File: src/rtl/reg_file_pkg.sv
// reg_file_pkg: shared state type, default sizes and depth helper for the register file
package reg_file_pkg;
  typedef enum logic {IDLE, CLEARING} state_t;
  localparam int DEF_DATA_W = 8;
  localparam int DEF_ADDR_W = 3;
  localparam int DEF_NUM_RD = 2;
  function automatic int depth_of(input int addr_w);
    return 1 << addr_w;
  endfunction
endpackage

File: src/rtl/reg_file_rd_port.sv
// reg_file_rd_port: one combinational read lane with clear mask, zero register and write bypass
module reg_file_rd_port #(
  parameter int DATA_W = 8,
  parameter int ADDR_W = 3,
  parameter int BYPASS = 1,
  parameter int ZERO_R0 = 0
) (
  input  logic [(2**ADDR_W)*DATA_W-1:0] regs_flat,
  input  logic [ADDR_W-1:0]             rd_addr,
  input  logic [DATA_W-1:0]             wr_data,
  input  logic [ADDR_W-1:0]             wr_addr,
  input  logic                          wr_en,
  input  logic                          clr_busy,
  output logic [DATA_W-1:0]             data
);
  always_comb
    data = clr_busy ? '0 :
           (ZERO_R0 != 0 && rd_addr == '0) ? '0 :
           (BYPASS != 0 && wr_en && rd_addr == wr_addr) ? wr_data :
           regs_flat[int'(rd_addr)*DATA_W +: DATA_W];
endmodule

File: src/rtl/reg_file_param.sv
// reg_file_param: parametrised register file with sequenced clear, write stall, bypass and optional zero register
module reg_file_param
  import reg_file_pkg::*;
#(
  parameter int DATA_W = DEF_DATA_W,
  parameter int ADDR_W = DEF_ADDR_W,
  parameter int NUM_RD = DEF_NUM_RD,
  parameter int BYPASS = 1,
  parameter int ZERO_R0 = 0
) (
  input  logic                     CLK,
  input  logic                     RESET,
  input  logic [DATA_W-1:0]        IN,
  input  logic [ADDR_W-1:0]        INADDRESS,
  input  logic                     WRITE,
  input  logic                     BUSYWAIT,
  input  logic [NUM_RD*ADDR_W-1:0] RDADDR,
  output logic [NUM_RD*DATA_W-1:0] OUT,
  output logic                     CLR_BUSY
);
  localparam int DEPTH = depth_of(ADDR_W);
  logic [DATA_W-1:0] regs [DEPTH];
  logic [DEPTH*DATA_W-1:0] regs_flat;
  state_t state, state_nxt;
  logic [ADDR_W:0] clr_idx, clr_idx_nxt;
  logic wr_en;
  assign CLR_BUSY = state == CLEARING;
  assign wr_en = state == IDLE && WRITE && !BUSYWAIT && !(ZERO_R0 != 0 && INADDRESS == '0);
  always_comb begin
    state_nxt = state;
    clr_idx_nxt = clr_idx;
    if (state == CLEARING) begin
      clr_idx_nxt = clr_idx + 1'b1;
      state_nxt = (clr_idx == (ADDR_W+1)'(DEPTH-1)) ? IDLE : CLEARING;
    end
  end
  always_ff @(posedge CLK)
    if (RESET) begin
      state <= CLEARING;
      clr_idx <= '0;
    end else begin
      state <= state_nxt;
      clr_idx <= clr_idx_nxt;
    end
  always_ff @(posedge CLK)
    if (state == CLEARING) regs[clr_idx[ADDR_W-1:0]] <= '0;
    else if (wr_en) regs[INADDRESS] <= IN;
  for (genvar i = 0; i < DEPTH; i++) begin : g_flat
    assign regs_flat[i*DATA_W +: DATA_W] = regs[i];
  end
  for (genvar k = 0; k < NUM_RD; k++) begin : g_rd
    reg_file_rd_port #(
      .DATA_W(DATA_W), .ADDR_W(ADDR_W), .BYPASS(BYPASS), .ZERO_R0(ZERO_R0)
    ) u_rd (
      .regs_flat(regs_flat),
      .rd_addr(RDADDR[k*ADDR_W +: ADDR_W]),
      .wr_data(IN),
      .wr_addr(INADDRESS),
      .wr_en(wr_en),
      .clr_busy(CLR_BUSY),
      .data(OUT[k*DATA_W +: DATA_W])
    );
  end
endmodule

File: config.mk
export PLATFORM = sky130hd
export DESIGN_NAME = reg_file_param
export DESIGN_NICKNAME = d
export VERILOG_FILES = /design/src/rtl/reg_file_pkg.sv /design/src/rtl/reg_file_rd_port.sv /design/src/rtl/reg_file_param.sv
export SDC_FILE = /design/constraint.sdc
export NUM_CORES = 1
export LEC_CHECK = 0
export ABC_AREA = 1
export BUFFER_PORTS_ARGS = -buffer_cell sky130_fd_sc_hd__buf_2
export CORE_MARGIN = 8
export CORE_UTILIZATION = 40
export DETAILED_ROUTE_END_ITERATION = 10
export GPL_TIMING_DRIVEN = 0
export SLEW_MARGIN = 5
export SYNTH_ARGS = -nofsm -noshare
export SYNTH_HDL_FRONTEND = slang
export SYNTH_SLANG_ARGS = --single-unit
File: constraint.sdc
create_clock -name CLK -period 2.8 [get_ports CLK]
set_input_delay 0.42 -clock CLK [delete_from_list [all_inputs] [get_ports CLK]]
set_output_delay 0.42 -clock CLK [all_outputs]
set_load 0.01 [all_outputs]
# After elaboration in Yosys (flattened, before gate mapping)
# Memories as Yosys holds them, arrays and structs flattened.
# Cells that the tools add are included.
dict set report classes {
  n_addsub 1
  eq_ne 3
  shifts 2
  mux 14
  bitwise_logic 1
  reduce_logical 6
}
# operator count
set ops {}
lappend ops {{$shiftx 64x7->8} 2}
lappend ops {{$mux 8} 5}
lappend ops {{$mux 1} 8}
lappend ops {{$reduce_or 8->1} 1}
lappend ops {{$eq 3x3->1} 2}
lappend ops {{$add 4x1->4 const B} 1}
lappend ops {{$eq 4x3->1 const B} 1}
lappend ops {{$logic_and 1x1->1} 4}
lappend ops {{$mux 3} 1}
lappend ops {{$logic_not 1->1} 1}
lappend ops {{$not 1->1} 1}
dict set report totals {
  ff_bits 5
  ramBits 64
  output_inout_bits 17
  n_memories 1
}
# memory words word_bits rd rd_clocked_by_memory_dff wr line
set memory_table {}
lappend memory_table {regs 8 8 8 0 1 reg_file_param.sv:22} ;# logic [DATA_W-1:0] regs [DEPTH];

# Longest topological paths before layout
dict set report logic_depth {
  word_depth 8
  ltp_mapped 9
  depth_no_buf 8
}

# Modules after synthesis
# Synthesis repeated with hierarchy kept, for this count alone.
dict set report unflattened {
  cells_unflattened 523
  area_unflattened_um2 4271.6
}
# mod instances cells_per_inst area_each_um2 seq_area_each_um2
set modules_own_cells {}
lappend modules_own_cells {reg_file_param 1 143 2409.8 2021.9}
lappend modules_own_cells {reg_file_rd_port 2 190 930.9 0.0}

# Least setup slack after synthesis
# Ideal clock, no wire load.
dict set report synth_timing {
  path_kind {input-to-reg}
  startpoint {in BUSYWAIT}
  endpoint {mem regs[3][0], enable pin}
  setup_ns 0.370
  arrival_ns 1.392
  required_ns 2.430
  path_slack_ns 1.038
  stages 8
  path_buffers 1
  path_cell_list {inv_1 nand3_4 buf_6 nand2_1 o21ai_2 inv_2 nand2_1 nor2_1}
}
dict set report synth_between {
  elab_chain_len 7
}
# item line
set synth_lines {}
lappend synth_lines {{from (decl)} reg_file_param.sv:16} ;# input logic BUSYWAIT,
lappend synth_lines {{$logic_not 1->1 *} reg_file_param.sv:28} ;# assign wr_en = state == IDLE && WRITE && !BUSYWAIT && !(ZERO_R0 != 0 && INADDRESS == '0);
lappend synth_lines {{$logic_and 1x1->1 *} reg_file_param.sv:28}
lappend synth_lines {{$mux 1 *} reg_file_param.sv:47} ;# else if (wr_en) regs[INADDRESS] <= IN;
lappend synth_lines {{$mux 1 *} reg_file_param.sv:46} ;# if (state == CLEARING) regs[clr_idx[ADDR_W-1:0]] <= '0;
lappend synth_lines {{$mux 1 (not written as such) *} reg_file_param.sv:47}
lappend synth_lines {{$reduce_or 8->1 (no source line)} --}
lappend synth_lines {{$mux 3 (no source line) / $mux 1 (equally long branches)} --}
lappend synth_lines {{to (decl)} reg_file_param.sv:22}
# Every way passes the cells marked *; elsewhere a longest branch is shown, timed or not.

# Worst setup path in the final report
dict set report layout_timing {
  startpoint {reg state (netlist: CLR_BUSY)}
  endpoint {out OUT[12]}
}
dict set report layout_between {
  elab_chain_len 6
}
# item line
set layout_lines {}
lappend layout_lines {{from (decl)} reg_file_param.sv:24} ;# state_t state, state_nxt;
lappend layout_lines {{from (signal assigned)} reg_file_param.sv:42} ;# state <= state_nxt;
lappend layout_lines {{$not 1->1} reg_file_param.sv:28}
lappend layout_lines {{$logic_and 1x1->1 (2 in series)} reg_file_param.sv:28}
lappend layout_lines {{$logic_and 1x1->1} reg_file_rd_port.sv:19} ;# (BYPASS != 0 && wr_en && rd_addr == wr_addr) ? wr_data :
lappend layout_lines {{$mux 8} reg_file_rd_port.sv:19}
lappend layout_lines {{$mux 8 *} reg_file_rd_port.sv:17} ;# data = clr_busy ? '0 :
lappend layout_lines {{to (decl)} reg_file_param.sv:18} ;# output logic [NUM_RD*DATA_W-1:0] OUT,
# Marks and branches as above.

==> metrics.yaml <==
outcome: "complete, no violations"
multi_input_area_um2: 1697
fin_nets: 567
gp_congestion: 0.8863
cpPeakStageDelay_ps: 350
timing.final.crit_share_pct: 75.29
clkSlewWorstSetupHoldPaths_ps: 70
endpoint_kind: "primary output"
synth_top_area_cell: "edfxtp_1"
critPathKind: "reg2out"
die-area_um2: 13400
yosysSeqAreaShare_pct: 50.80
antennaDiodeCount: 0
syn_to_final_growth_pct: 12.51
vias: 3481
dp.cells: 667
reg2reg_slack_ps: 710
seqCellArea_um2: 2022
start_kind: "flip-flop"
synth.avg_cell_area_um2: 7.944
clk_latency_ps: 340
io_pins: 38
h-tree-depth: 3
hold_viol_final: 0
die_x_um: 115.8
path_cells: "inv_2 -> nand3_4 -> nor2_4 -> nand2_4 -> clkinv_2 -> nor2_1 -> nor2_2 -> buf_2"
slew_headroom_pct: 44.84
fin_crit_ps: 2108
layout.cells.non_filler: 680
n_fill_cell: 958
arrival_ps: 1690
synth-seq-cells: 69
first_global_vias: 3370
antenna_left: 0
critical_path.max_fanout: 9
post_drt_wl_per_cell_um: 16.11
cp_data_required_time_ps: 2380
fp.dieH_um: 115.8
grt_antenna_before_repair: 0
grt_pass1_wl_um: 17800
leakagePower_nw: 1.962
clock_sinks: 69
synth_area_leaders: "edfxtp_1 (48%), nand2_1 (18%), nand3_1 (13%)"
crit_slowest_cell: "dfxtp_1"
wirelength_um: 10950
cts_tree: "done"
drt-vias-per-instance: 5.119
maxSlewViolCount: 0
cts_setup_buffers: 0
fmax_ghz: 0.4743
hp-class: "in2reg"
numCtsBuffers: 9
cts_hold_buffers: 0
core_area_um2: 9729
drc: 0
finalSetupViolCount: 0
grtUsageTotal_pct: 17.43
cap_violations: 0
syn_area_um2: 3980
synthCells: 501
finalSetupTns_ps: 0
start_util_pct: 40.91
clock_skew_ps: 12.62
grt-ovfl-total: 0
p_per_area_nw_per_um2: 502.5
cts_root_buf: "clkbuf_8"
rsz0062_at_grt: "no"
grt_max_degree: 11
postCtsResizedCells: 0
synth_fp_nets: 523
synth_top_cell_area_share_pct: 48.29
port-buffer-count: 33
drtIter0Drc: 313
worst_pin_slew_ps: 824.3
yosys_warnings: 0
ir_drop_uv: 177.6
synthDistinctLibCells: 26
drive_gt1_share_pct: 18.83
firstDrtPassIters: 5
place_hpwl_um: 8491
rows: 36
cts_buffer_depth: 2
==> Yosys cell counts <==
master	number
nor2_8	1
nand2_2	4
buf_6	2
edfxtp_1	64
nand2_1	191
a31oi_1	1
clkinv_2	2
nand3_4	1
inv_4	3
clkbuf_1	3
buf_4	5
nand3_1	105
nor2_1	45
inv_2	6
nor3_1	4
dfxtp_1	5
nor2_4	3
nor2_2	14
inv_1	17
o21ai_2	1
o21ai_0	3
ha_1	1
a21oi_1	2
nand2_4	2
nand4_1	1
buf_2	15
==> critical path, delay by kind of cell, from the launching register on <==
kind          cells  cell delay (ps)
simple gates      5              660
flops             1              350
buf+inv           3              340
==> path summary, 6_finish.rpt <==
kind	startpoint	to	cells past startpoint
setup / recovery	CLR_BUSY	OUT[12]	8
hold / removal	RESET	clr_idx[2]	2
setup reg to reg	CLR_BUSY	regs[3][6]	5
hold reg to reg	clr_idx[0]	clr_idx[0]	2
==> power breakdown <==
part           switching, W  total [W]  internal, W  leakage [nW]
clock              0.000351   0.000740     0.000389        0.0859
combinational      0.000220   0.000318    0.0000976          1.25
sequential        0.0000240    0.00119      0.00117         0.623
==> placed cells by master, fill, tap and decap left out, types with 2 or more instances in the layout <==
cell      instances
clkbuf_8          9
clkbuf_1          3
nand2_4           2
clkinv_1          2
clkinv_2          3
edfxtp_1         64
nor2_4            3
buf_2            48
nor2_1           45
nand2_2           4
nor2_2           14
o21ai_0           3
nand2_1         191
buf_4             5
inv_4             3
buf_6             2
nor3_1            4
inv_2             6
inv_1            17
nand3_1         105
a21oi_1           2
dfxtp_1           5
==> flip-flops by register name (all words and copies together) (netlist names) <==
signal,flops
regs,64
CLR_BUSY,1
clr_idx,4
==> cells by family (layout without fill, tap and decap cells) <==
logic type,count (synthesis),count (layout),share of synthesized area (%)
buf+inv,53,99,6.570
fa+ha+maj,1,1,0.3143
compound gates,7,7,1.006
flops,69,69,50.80
simple gates,371,371,41.31
==> routing by layer <==
metal | routed length, um | track usage [%]
met2 | 4891 | 27.25
met4 | 167 | 7.001
met5 | 0 | 0
met3 | 1162 | 3.648
met1 | 4731 | 23.05
==> final cells by class <==
type / count / share of cell area (%)
multi-input combinational: 379 / 37.89
sequential: 69 / 45.15
inverter: 28 / 2.571
clock buffer: 9 / 2.766
tap: 133 / 3.716
timing repair buffer: 33 / 3.688
clock inverter: 4 / 0.9500
buffer: 25 / 3.269
==> per-stage QoR <==
stage,total power (W),utilization (%),hold slack [ps],setup WS (ps),instance area [um^2]
global placement,0.001524,44.32,484.9,514.3,4312
global route,0.002346,46.03,272.0,465.8,4478
finish,0.002250,46.03,262.3,691.8,4478
CTS,0.002257,46.03,253.5,663.4,4478
floorplan,0.001430,-,460.6,1038,3980
detailed placement,0.001528,44.32,499.0,525.9,4312
No activity file was read; power rests on OpenSTA's default activity.
